--- src/rtl/sprite_cmd_pkg.sv ---
// Shared definitions for the 32-bit sprite command bus.
// Word layout: [31:26] component, [25:21] child, [20:17] action,
// [16:14] action_type, [13] buffer_toggle, [12:0] action_data.
// Used by the transmit encoder and by the per-sprite display blocks.
package sprite_cmd_pkg;

  localparam int unsigned CMD_W     = 32;
  localparam int unsigned COMP_LSB  = 26;
  localparam int unsigned COMP_W    = 6;
  localparam int unsigned CHILD_LSB = 21;
  localparam int unsigned CHILD_W   = 5;
  localparam int unsigned ACT_LSB   = 17;
  localparam int unsigned ACT_W     = 4;
  localparam int unsigned TYP_LSB   = 14;
  localparam int unsigned TYP_W     = 3;
  localparam int unsigned TOG_BIT   = 13;
  localparam int unsigned DATA_W    = 13;

  localparam logic [3:0] ACT_UPDATE  = 4'b0001;
  localparam logic [3:0] ACT_FLIP    = 4'b1111;

  localparam logic [2:0] TYP_FLIP    = 3'b000;
  localparam logic [2:0] TYP_VISFLIP = 3'b001;
  localparam logic [2:0] TYP_X       = 3'b010;
  localparam logic [2:0] TYP_Y       = 3'b011;
  localparam logic [2:0] TYP_ATTR    = 3'b100;

  typedef enum logic [1:0] {
    ST_IDLE,
    ST_UPD,
    ST_FLIP
  } state_t;

  function automatic logic [CMD_W-1:0] pack_cmd(
    input logic [COMP_W-1:0]  comp,
    input logic [CHILD_W-1:0] child,
    input logic [ACT_W-1:0]   act,
    input logic [TYP_W-1:0]   typ,
    input logic               tog,
    input logic [DATA_W-1:0]  data
  );
    logic [CMD_W-1:0] w;
    w = '0;
    w[COMP_LSB  +: COMP_W]  = comp;
    w[CHILD_LSB +: CHILD_W] = child;
    w[ACT_LSB   +: ACT_W]   = act;
    w[TYP_LSB   +: TYP_W]   = typ;
    w[TOG_BIT]              = tog;
    w[0         +: DATA_W]  = data;
    return w;
  endfunction

endpackage

--- src/rtl/sprite_cmd_encoder.sv ---
// Transmit-side sprite command encoder.
// Serialises sprite update requests (4 words) and frame-flip requests
// (one word per enabled component) onto a valid/ready command stream,
// and owns the front/back buffer bit.
// Ports:
//   clk, reset            clock, synchronous active-high reset
//   req_*                 update request (valid/ready + fields)
//   flip_valid/ready      buffer-swap request, comp_mask sampled at accept
//   cmd_valid/ready/data  outbound command word stream (registered)
//   front_buf             currently displayed buffer
//   busy                  high whenever a sequence is in progress
module sprite_cmd_encoder #(
  parameter int unsigned NUM_COMP = 16
) (
  input  logic                clk,
  input  logic                reset,
  input  logic                req_valid,
  output logic                req_ready,
  input  logic [5:0]          req_component,
  input  logic [4:0]          req_child,
  input  logic                req_visible,
  input  logic                req_flip,
  input  logic [9:0]          req_x,
  input  logic [9:0]          req_y,
  input  logic [9:0]          req_attr,
  input  logic                flip_valid,
  output logic                flip_ready,
  input  logic [NUM_COMP-1:0] comp_mask,
  output logic                cmd_valid,
  input  logic                cmd_ready,
  output logic [31:0]         cmd_data,
  output logic                front_buf,
  output logic                busy
);
  import sprite_cmd_pkg::*;

  state_t      r_state, w_state_nxt;
  logic [1:0]  r_beat, w_beat_nxt;
  logic [5:0]  r_comp_cnt, w_cnt_nxt, w_cnt_inc;
  logic [63:0] r_mask, w_mask_nxt, w_mask_ext;
  logic        r_cmd_valid, w_valid_nxt;
  logic [31:0] r_cmd_data, w_data_nxt;
  logic        r_front_buf, w_front_nxt;
  logic        w_capture;

  logic [5:0]  r_comp;
  logic [4:0]  r_child;
  logic        r_visible, r_hflip;
  logic [9:0]  r_x, r_y, r_attr;

  function automatic logic [31:0] upd_word(
    input logic [1:0] beat,
    input logic [5:0] comp,
    input logic [4:0] child,
    input logic       vis,
    input logic       hfl,
    input logic [9:0] x,
    input logic [9:0] y,
    input logic [9:0] attr,
    input logic       tog
  );
    logic [2:0]  typ;
    logic [12:0] data;
    case (beat)
      2'd0:    begin typ = TYP_VISFLIP; data = {vis, hfl, 11'b0}; end
      2'd1:    begin typ = TYP_X;       data = {3'b0, x};         end
      2'd2:    begin typ = TYP_Y;       data = {3'b0, y};         end
      default: begin typ = TYP_ATTR;    data = {3'b0, attr};      end
    endcase
    return pack_cmd(comp, child, ACT_UPDATE, typ, tog, data);
  endfunction

  assign flip_ready = (r_state == ST_IDLE);
  assign req_ready  = (r_state == ST_IDLE) && !flip_valid;
  assign w_capture  = req_ready && req_valid;
  assign w_cnt_inc  = r_comp_cnt + 6'd1;
  assign cmd_valid  = r_cmd_valid;
  assign cmd_data   = r_cmd_data;
  assign front_buf  = r_front_buf;
  assign busy       = (r_state != ST_IDLE);

  // The output register is loaded with the next word in the same edge
  // that accepts the previous one, so a held-high cmd_ready sees no gaps.
  always_comb begin
    w_state_nxt = r_state;
    w_beat_nxt  = r_beat;
    w_cnt_nxt   = r_comp_cnt;
    w_mask_nxt  = r_mask;
    w_valid_nxt = r_cmd_valid;
    w_data_nxt  = r_cmd_data;
    w_front_nxt = r_front_buf;
    w_mask_ext  = '0;
    w_mask_ext[NUM_COMP-1:0] = comp_mask;
    case (r_state)
      ST_IDLE: begin
        if (flip_valid) begin
          w_state_nxt = ST_FLIP;
          w_cnt_nxt   = '0;
          w_mask_nxt  = w_mask_ext;
          w_valid_nxt = w_mask_ext[0];
          w_data_nxt  = pack_cmd(6'd0, 5'd0, ACT_FLIP, TYP_FLIP, ~r_front_buf, 13'd0);
        end else if (req_valid) begin
          w_state_nxt = ST_UPD;
          w_beat_nxt  = '0;
          w_valid_nxt = 1'b1;
          w_data_nxt  = upd_word(2'd0, req_component, req_child, req_visible,
                                 req_flip, req_x, req_y, req_attr, ~r_front_buf);
        end
      end
      ST_UPD: begin
        if (r_cmd_valid && cmd_ready) begin
          if (r_beat == 2'd3) begin
            w_state_nxt = ST_IDLE;
            w_valid_nxt = 1'b0;
          end else begin
            w_beat_nxt  = r_beat + 2'd1;
            w_data_nxt  = upd_word(r_beat + 2'd1, r_comp, r_child, r_visible,
                                   r_hflip, r_x, r_y, r_attr, ~r_front_buf);
          end
        end
      end
      ST_FLIP: begin
        // A masked slot has cmd_valid low and completes unconditionally.
        if (!r_cmd_valid || cmd_ready) begin
          if (r_comp_cnt == 6'(NUM_COMP - 1)) begin
            w_state_nxt = ST_IDLE;
            w_valid_nxt = 1'b0;
            w_front_nxt = ~r_front_buf;
          end else begin
            w_cnt_nxt   = w_cnt_inc;
            w_valid_nxt = r_mask[w_cnt_inc];
            w_data_nxt  = pack_cmd(w_cnt_inc, 5'd0, ACT_FLIP, TYP_FLIP, ~r_front_buf, 13'd0);
          end
        end
      end
      default: begin
        w_state_nxt = ST_IDLE;
        w_valid_nxt = 1'b0;
      end
    endcase
  end

  always_ff @(posedge clk) begin
    if (reset) begin
      r_state     <= ST_IDLE;
      r_beat      <= '0;
      r_comp_cnt  <= '0;
      r_mask      <= '0;
      r_cmd_valid <= 1'b0;
      r_cmd_data  <= '0;
      r_front_buf <= 1'b0;
    end else begin
      r_state     <= w_state_nxt;
      r_beat      <= w_beat_nxt;
      r_comp_cnt  <= w_cnt_nxt;
      r_mask      <= w_mask_nxt;
      r_cmd_valid <= w_valid_nxt;
      r_cmd_data  <= w_data_nxt;
      r_front_buf <= w_front_nxt;
    end
  end

  always_ff @(posedge clk) begin
    if (w_capture) begin
      r_comp    <= req_component;
      r_child   <= req_child;
      r_visible <= req_visible;
      r_hflip   <= req_flip;
      r_x       <= req_x;
      r_y       <= req_y;
      r_attr    <= req_attr;
    end
  end

endmodule

--- config.mk ---
export PLATFORM = sky130hd
export DESIGN_NAME = sprite_cmd_encoder
export DESIGN_NICKNAME = d
export VERILOG_FILES = /design/src/rtl/sprite_cmd_pkg.sv /design/src/rtl/sprite_cmd_encoder.sv
export SDC_FILE = /design/constraint.sdc
export NUM_CORES = 1
export LEC_CHECK = 0
export CAP_MARGIN = 20
export CORE_MARGIN = 4
export CORE_UTILIZATION = 33
export DETAILED_ROUTE_END_ITERATION = 6
export SYNTH_ARGS = -nofsm -noshare
export SYNTH_HDL_FRONTEND = slang
export SYNTH_SLANG_ARGS = --single-unit
--- constraint.sdc ---
create_clock -name clk -period 2.9 [get_ports clk]
set_input_delay 0.58 -clock clk [delete_from_list [all_inputs] [get_ports clk]]
set_output_delay 0.58 -clock clk [all_outputs]
set_load 0.05 [all_outputs]
==> summary.md <==
| Metric | Value |
|---|---|
| Slew HR | `0.5367` |
| Via Count | `3345` |
| H-tree depth | `3` |
| Die height | `121.5 um` |
| Max-slew violation count | `0` |
| LEAKAGE | `0.001967 uW` |
| Status | `finished, final reports clean` |
| Critical R2R Launch | `r_state[0]` |
| FF-to-FF path depth | `8` |
| RR Endpoint | `cmd_data[16]` |
| PostCTS Resize Cnt | `0` |
| CTS buffer count | `9` |
| Crit-path slowest cell | `clkdlybuf4s50_1` |
| Synth top area share | `0.3038` |
| RSZ-0062 raised after global routing | `false` |
| Tot Pwr | `4270 uW` |
| Top FF cell, synth | `dfxtp_1` |
| Yosys top cell by area | `edfxtp_1` |
| Mapped Area | `0.004250 mm2` |
| Post-synthesis net count | `475` |
| Final #Nets | `564` |
| CTS tree | `done` |
| Crit Path Max Fanout | `9` |
| Via/cell ratio | `5.000` |
| PD cells | `751.8 mW/mm2` |
| GPL Wtd Cong | `0.8126` |
| Crit end category | `output port` |
| Mapped Avg Cell Area | `10.55 um2` |
| Post-DP HPWL | `7.272 mm` |
| First-pass GRT wire length | `16.82 mm` |
| Max Clock Skew | `0.009331 ns` |
| Crit path to | `busy` |
| Vias in the first global route | `3353` |
| Row cnt | `41` |
| Core area | `0.01262 mm2` |
| Top area cells in the synthesized netlist | `edfxtp_1 (30%), dfxtp_1 (27%), nand2_1 (5.7%)` |
| TritonRoute pass-1 iters | `5` |
| DRT iter0 DRCs | `216` |
| Data arrival, critical path | `2.07 ns` |
| IO Count | `101` |
| MaxCap Viol Count | `0` |
| Yosys reg bits | `100` |
| Maximum clock frequency | `377.1 MHz` |
| Area growth syn-to-layout | `33.65%` |
| Hold buffers post-CTS | `0` |
| Worst Setup SP | `r_state[0]` |
| Slew @ Worst Pin | `0.6949 ns` |
| WP depth | `4` |
| Final WS setup | `0.2484 ns` |
| Overall Global Routing Usage | `0.1457` |
| WP data required | `2.32 ns` |
| Skew-Pair Late Insertion Delay | `0.34 ns` |
| Final core utilization | `0.4501` |
| Flop-to-flop setup slack | `0.50 ns` |
| Synth cell count leaders | `nand2_1 (65), dfxtp_1 (57), edfxtp_1 (43), a21oi_1 (39), nor2_1 (27)` |
| Sequential area share after synthesis | `0.5723` |
| Final wirelength | `10.32 mm` |
| Peak VDD IR | `271.5 uV` |
| GRT overflow | `0` |
| Number of synthesized flops with an enable pin | `43` |
| Worst-path clk slew | `0.07 ns` |
| N_diodes | `0` |
| Crit path launch type | `register` |
| # Post-CTS Setup Buffers | `0` |
| IO Port Bufs | `99` |
| Max incr delay on CP | `0.81 ns` |
| CP Class | `register to output port` |
| Initial antenna violation count | `0` |
| Period Utilization, post-route | `0.9143` |
| Die Span X | `121.5 um` |
| CP top delay family | `buffers and inverters` |
| Cells after synthesis | `403` |
| Number of remaining DRC errors | `0` |
| Clock root cell | `clkbuf_16` |
| Final Hold Violating Endpoints | `0` |
| Worst hold path class | `register to register` |
| Final setup vio count | `0` |
| Remaining antenna violation count after routing | `0` |
| Tmin final | `2.652 ns` |
| Starting Density | `0.3368` |
| DIE AREA | `0.01476 mm2` |
| Fraction of layout cells with a size suffix above 1 | `0.08048` |
| DR WL/cell | `15.42 um` |
| Netlist cell types | `51` |
| Worst path bufs/invs | `3` |
| Pin count of the biggest net entering global routing | `44` |
| CTS Sinks | `100` |
| Post-Place Setup Slack | `0.1351 ns` |
| Setup TNS | `0 ns` |
| Ys async rst share | `0` |
| CTS max path bufs | `2` |
| Critical Path, Cell by Cell | `inv_1 -> ha_1 -> inv_2 -> clkdlybuf4s50_1` |
| Top-count cell post-synth | `nand2_1` |
| Warnings, synthesis | `0` |
-- stage by stage --
stage | cell area [um2] | hold WS (ns) | cells
2_1_floorplan | 4254 | 0.4331 | 403
3_3_place_gp | 5388 | 0.4432 | 653
3_5_place_dp | 5388 | 0.4490 | 653
4_1_cts | 5680 | 0.4587 | 669
5_1_grt | 5680 | 0.4696 | 669
6_report | 5680 | 0.4548 | 669
-- worst min path at each step --
stage,depth (start not counted),endpoint,slack (ns),start
4_1_cts,2,r_mask[6],0.46,r_mask[6]
2_1_floorplan,2,r_mask[0],0.43,r_mask[0]
3_5_place_dp,2,r_mask[6],0.45,r_mask[6]
6_report,2,cmd_data[5],0.45,cmd_data[5]
3_3_place_gp,2,r_mask[12],0.44,r_mask[12]
5_1_grt,2,r_mask[6],0.47,r_mask[6]
-- layout make-up --
cell class | instances | area, um2
flip-flops and latches | 100 | 2432
clock buffers | 11 | 232.7
multi-input cells | 266 | 1625
fillers | 1231 | 6939
clock inverters | 5 | 60.06
repair buffers | 108 | 1089
well taps | 172 | 215.2
inverters | 7 | 26.28
-- power by group --
part	internal (uW)	switching, uW
clock	675	513
combinational	505	865
sequential	1640	76.5
total	2820	1450
-- layer usage --
| metal | share of wire | wire length, um | track usage | up-vias |
|---|---|---|---|---|
| met4 | 0.017 | 180 | 0.05882 | 0 |
| met3 | 0.046 | 470 | 0.03170 | 11 |
| met1 | 0.44 | 4569 | 0.1848 | 1599 |
| li1 | - | - | - | 1643 |
| met5 | 0 | 0 | 0 | - |
| met2 | 0.49 | 5097 | 0.2411 | 92 |
-- registers in the layout, summed over array words and instances, names as in the netlist --
name and flops:
r_x 10, cmd_valid 1, r_child 5, r_visible 1, r_comp_cnt 6, r_state 2, front_buf 1, r_beat 2
cmd_data 29, r_y 10, r_mask 16, r_attr 10, r_hflip 1, r_comp 6
-- worst register-to-register path, stage by stage, from the launching register on --
cell,delay [ns]
dfxtp_1,0.33
inv_1,0.08
ha_1,0.38
inv_2,0.11
o32ai_4,0.39
a2111o_1,0.59
buf_4,0.26
nand2_1,0.06
a21oi_1,0.13
-- cells by family after synthesis --
family | Yosys count | share of synthesized area
compound gates | 97 | 0.1584
xor+xnor | 5 | 0.01031
fa+ha+maj | 8 | 0.02355
buf+inv | 37 | 0.04622
flops | 100 | 0.5723
mux | 8 | 0.03062
other cells | 1 | 0.0008823
simple gates | 147 | 0.1578
-- cell usage in the layout (no fill, tap or decap), drive strengths merged, types with 2 or more instances in the layout --
cell type | Yosys | layout
nor3 | 15 | 15
dfxtp | 57 | 57
a21oi | 39 | 39
xor2 | 3 | 3
nor2 | 27 | 27
or4 | 3 | 3
edfxtp | 43 | 43
nand2b | 2 | 2
clkbuf | 14 | 11
buf | 16 | 11
mux4 | 4 | 4
mux2i | 4 | 4
nand3 | 20 | 20
xnor2 | 2 | 2
o21ai | 16 | 16
or3 | 2 | 2
inv | 7 | 9
nand2 | 65 | 65
a222oi | 2 | 2
or2b | 2 | 2
ha | 8 | 8
a221oi | 11 | 11
a22oi | 11 | 11
a2111oi | 2 | 2
a211oi | 3 | 3
clkdlybuf4s50 | 0 | 97
a22o | 2 | 2
and2 | 6 | 6
(Power assumes the default switching activity.)
